### src/rtl/reg_mport_pkg.sv
// Shared definitions for the multi-port register file.
package reg_mport_pkg;

  localparam int unsigned BIT_DATA = 8;
  localparam logic        OFF      = 1'b0;

  // Clear-sequencer state encodings, kept bit-compatible with the legacy include.
  localparam logic [0:0] REGF_IDLE  = 1'b0;
  localparam logic [0:0] REGF_SWEEP = 1'b1;

endpackage

### src/rtl/reg_mport_rdport.sv
// One registered read port: enable hold, write-first bypass, busy zeroing.
// Macro REG_MPORT_ZERO_REG_EN forces reads of entry 0 to zero.
module reg_rdport
  import reg_mport_pkg::*;
#(
  parameter int unsigned BIT = BIT_DATA,
  parameter int unsigned SZB = 4
) (
  input  logic                      clock,
  input  logic                      reset,
  input  logic                      ren,
  input  logic [SZB-1:0]            raddr,
  input  logic                      we,
  input  logic [SZB-1:0]            waddr,
  input  logic [BIT-1:0]            din,
  input  logic                      busy,
  input  logic [(2**SZB)*BIT-1:0]   regf,
  output logic [BIT-1:0]            dout
);

  localparam int unsigned SZA = 2**SZB;

  logic [SZA-1:0][BIT-1:0] arr;
  logic                    zero_sel;

  assign arr = regf;

`ifdef REG_MPORT_ZERO_REG_EN
  assign zero_sel = (raddr == '0);
`else
  assign zero_sel = OFF;
`endif

  // Busy and the hardwired zero entry take priority over the bypass path.
  always_ff @(posedge clock or posedge reset) begin
    if (reset) begin
      dout <= '0;
    end else if (ren) begin
      if (busy || zero_sel)
        dout <= '0;
      else if (we && (raddr == waddr))
        dout <= din;
      else
        dout <= arr[raddr];
    end
  end

endmodule

### src/rtl/reg_mport.sv
// Register file with one write port, NRD registered read ports and a clear sweep.
// Macro REG_MPORT_ZERO_REG_EN hardwires entry 0 to zero.
module reg_mport
  import reg_mport_pkg::*;
#(
  parameter int unsigned BIT = BIT_DATA,
  parameter int unsigned SZB = 4,
  parameter int unsigned NRD = 2
) (
  input  logic                 clock,
  input  logic                 reset,
  input  logic                 we,
  input  logic [SZB-1:0]       waddr,
  input  logic [BIT-1:0]       din,
  input  logic [NRD-1:0]       ren,
  input  logic [NRD*SZB-1:0]   raddr,
  output logic [NRD*BIT-1:0]   dout,
  input  logic                 clr,
  output logic                 busy
);

  localparam int unsigned SZA = 2**SZB;

  logic [SZA-1:0][BIT-1:0] regf;
  logic [0:0]              state;
  logic [SZB-1:0]          ptr;
  logic                    wr_ok;

  assign busy = (state == REGF_SWEEP);

`ifdef REG_MPORT_ZERO_REG_EN
  assign wr_ok = we && (waddr != '0);
`else
  assign wr_ok = we;
`endif

  always_ff @(posedge clock or posedge reset) begin
    if (reset) begin
      regf  <= '0;
      state <= REGF_IDLE;
      ptr   <= '0;
    end else begin
      case (state)
        REGF_IDLE: begin
          if (wr_ok)
            regf[waddr] <= din;
          if (clr) begin
            state <= REGF_SWEEP;
            ptr   <= '0;
          end
        end
        REGF_SWEEP: begin
          regf[ptr] <= '0;
          ptr       <= ptr + 1'b1;
          if (ptr == '1)
            state <= REGF_IDLE;
        end
      endcase
    end
  end

  for (genvar i = 0; i < NRD; i++) begin : g_rd
    reg_rdport #(
      .BIT(BIT),
      .SZB(SZB)
    ) u_rd (
      .clock (clock),
      .reset (reset),
      .ren   (ren[i]),
      .raddr (raddr[SZB*i +: SZB]),
      .we    (we),
      .waddr (waddr),
      .din   (din),
      .busy  (busy),
      .regf  (regf),
      .dout  (dout[BIT*i +: BIT])
    );
  end

endmodule

### config.mk
export PLATFORM = sky130hd
export DESIGN_NAME = reg_mport
export DESIGN_NICKNAME = d
export VERILOG_FILES = /design/src/rtl/reg_mport_pkg.sv /design/src/rtl/reg_mport_rdport.sv /design/src/rtl/reg_mport.sv
export SDC_FILE = /design/constraint.sdc
export NUM_CORES = 1
export LEC_CHECK = 0
export ABC_AREA = 1
export CAP_MARGIN = 0
export CORE_MARGIN = 1
export CORE_UTILIZATION = 35
export CTS_CLUSTER_SIZE = 20
export DETAILED_ROUTE_END_ITERATION = 8
export PLACE_DENSITY_LB_ADDON = 0.15
export SETUP_SLACK_MARGIN = 0.15
export SYNTH_ARGS = -nofsm -noshare
export SYNTH_HDL_FRONTEND = slang
export SYNTH_SLANG_ARGS = --single-unit
### constraint.sdc
create_clock -name clock -period 6.7 [get_ports clock]
set_clock_uncertainty 0.15 [all_clocks]
set_input_delay 1.675 -clock clock [delete_from_list [all_inputs] [get_ports clock]]
set_output_delay 1.675 -clock clock [all_outputs]
set_load 0.05 [all_outputs]
==> reports/results.txt <==
Tightest Pin Transition = 1300 ps
Layout Area Growth over Synthesis = 14.3%
DRC = 0
Max Clk Rate = 245 MHz
headroom to the max-slew limit = 12.9%
Starting Density = 36.0%
Avg WL per Cell = 20.7 um
HPWL after DPL = 20.7 mm
WP data arrival = 4270 ps
PostCTS Resize Cnt = 0
root buf cell = clkbuf_16
vias in the first global route = 7911
Worst Hold Class = reg2reg
initial antenna violation count = 0
unrepaired setup endpoints after global routing = false
Leak = 5.00 nW
fillers = 2499
via count = 8259
cell area after layout = 9710 sq um
largest net degree at the start of global routing = 66
#FFs+latches synth = 149
Num CTS Buffers = 17
syn nets = 1203
die width = 158 um
Hold Violations, Final = 0
Startpoint Class = input port
max-cap viol count = 0
TNS Setup = 0 ps
TritonRoute pass-1 iters = 5
Final Cycle Share = 61.0%
Syn. warnings = 0
Distinct cells, synth = 30
gr usage total = 26.8%
Clock Path Buffers = 2
CP Class = in2reg
Antenna Nets Post-Route = 0
CTS Sinks = 149
IO buf count = 42
PwrDens = 315 nW/um^2
Avg Inst Size Synth = 7.24 sq um
clk_lat worst skew = 440 ps
crit path max fanout = 34
Post-Syn Area = 8490 sq um
crit end category = register
DRT iter0 DRCs = 1035
placed inst area = 9100 sq um
sequential-to-total area share from yosys stat = 43.9%
Critical Path RT = 6890 ps
outcome = finished clean
fin. max-slew vios = 0
die area = 24900 sq um
CORE AREA = 23600 sq um
ANT cells = 0
via density per instance = 5.46
CTS tree = done
CTS clock-pin slew for the worst setup and hold paths = 70 ps
DIE HEIGHT = 158 um
GRT overflow = 0
Routability Congestion = 0.871
routed wire length = 31.4 mm
row count = 56
post-layout net count = 1212
H-tree depth reported by CTS = 4
Final Critical Period = 4080 ps
cts hold-fix bufs = 0
Mapped Cells = 1173
Setup Fix Bufs, Post-CTS = 0
Final Setup Violations = 0
ratio of cells with drive above 1 in the final layout = 7.20%
first-pass GRT wire length = 48.8 mm
IO Pins = 43
Max VDD drop = 0.173 mV
-- cells by family after synthesis --
family | count (synthesis) | synth area share, %
AO/OA/AOI/OAI | 141 | 10.6
adder cells (fa/ha/maj) | 4 | 0.589
buffers and inverters | 223 | 10.4
AND/OR/NAND/NOR | 652 | 34.1
flip-flops | 149 | 43.9
XOR/XNOR | 4 | 0.413
-- routing by layer --
layer | part of all wire (%) | GRT usage [%] | vias up
met3 | 7.7 | 5.23 | 55
met4 | 2.8 | 9.34 | 0
li1 | - | - | 3878
met2 | 44 | 40.4 | 402
met1 | 46 | 38.2 | 3924
met5 | 0 | 0 | -
-- worst paths after layout --
kind / start / to / slack (ps) / cells past startpoint
worst min-delay path: g_rd[1].u_rd.dout[4] / g_rd[1].u_rd.dout[4] / 340 / 2
worst min register to register: g_rd[1].u_rd.dout[4] / g_rd[1].u_rd.dout[4] / 340 / 2
worst max register to register: busy / regf[55] / 4380 / 6
max in group asynchronous: reset / regf[96] / 3690 / 3
min in group asynchronous: reset / regf[42] / 1460 / 2
worst max-delay path: raddr[5] / g_rd[1].u_rd.dout[5] / 2620 / 12
-- worst max-delay path, cell delays in order --
cell and delay, ps:
clkdlybuf4s50_1 450, buf_4 430, inv_1 430, buf_4 340
nand2_1 80, nand2_1 60, nor2_1 120, nand3_2 300
nor2_1 190, nor2_1 50, nand2_1 70, nand2_1 50
-- power breakdown --
part / switching, W / total [W] / leakage (nW) / internal, W
combinational: 0.000648 / 0.000918 / 2.66 / 0.000270
clock: 0.000420 / 0.00101 / 0.289 / 0.000590
sequential: 0.0000732 / 0.00113 / 2.06 / 0.00106
total: 0.00114 / 0.00306 / 5.00 / 0.00192
-- state kept, by name, indices dropped and copies added (netlist names) --
register and count:
ptr 4, regf 128, g_rd.u_rd.dout 16, busy 1
-- synth_stat cells --
| cell | instances | area, sq um |
|---|---|---|
| a21oi_1 | 2 | 10.0 |
| a22o_1 | 1 | 8.76 |
| a31oi_1 | 1 | 6.26 |
| buf_1 | 7 | 26.3 |
| buf_2 | 24 | 120 |
| buf_6 | 2 | 22.5 |
| clkbuf_1 | 28 | 105 |
| clkbuf_2 | 1 | 5.00 |
| dfrtp_1 | 149 | 3730 |
| ha_1 | 4 | 50.1 |
| inv_1 | 158 | 593 |
| inv_2 | 2 | 7.51 |
| inv_4 | 1 | 6.26 |
| nand2_1 | 336 | 1260 |
| nand2_2 | 23 | 144 |
| nand2_4 | 1 | 11.3 |
| nand3_1 | 241 | 1210 |
| nand3_2 | 1 | 10.0 |
| nand3_4 | 1 | 17.5 |
| nand4_1 | 1 | 6.26 |
| nor2_1 | 40 | 150 |
| nor2_2 | 4 | 25.0 |
| nor3_4 | 4 | 65.1 |
| o21ai_0 | 4 | 20.0 |
| o21ai_1 | 1 | 5.00 |
| o21ai_2 | 3 | 26.3 |
| o22ai_1 | 128 | 801 |
| o31ai_4 | 1 | 21.3 |
| xnor2_1 | 1 | 8.76 |
| xor2_1 | 3 | 26.3 |
-- final cells by class --
type	count	area (sq um)	share of cell area [%]
inverters	161	612	6.30
clock buffers	18	429	4.42
multi-input cells	801	3880	40.0
clock inverters	14	178	1.83
repair buffers	52	485	5.00
well taps	319	399	4.11
flip-flops and latches	149	3730	38.4
-- cell usage in the layout, fill, tap and decap left out, types with 4 or more instances in the layout --
cell             Yosys  final
ha_1                 4      4
clkbuf_16            0     17
nand3_1            241    241
dfrtp_1            149    149
nand2_2             23     23
o21ai_0              4      4
clkdlybuf4s50_1      0     40
nor2_2               4      4
o22ai_1            128    128
nor3_4               4      4
nand2_1            336    336
inv_1              158    156
buf_4                0     10
nor2_1              40     40
-- per-stage QoR --
step / hold slack [ps] / cells / util (%) / setup slack (ps) / total power [W]
final: 336 / 1514 / 41.1 / 2620 / 0.00306
after global placement: 324 / 1482 / 38.6 / 2220 / 0.00204
after global routing: 369 / 1514 / 41.1 / 2390 / 0.00322
after CTS: 341 / 1514 / 41.1 / 2640 / 0.00306
after floorplan: 351 / 1173 / - / 867 / 0.00176
after detailed placement: 323 / 1482 / 38.6 / 2180 / 0.00204
Power figures use the tool's default switching activity.
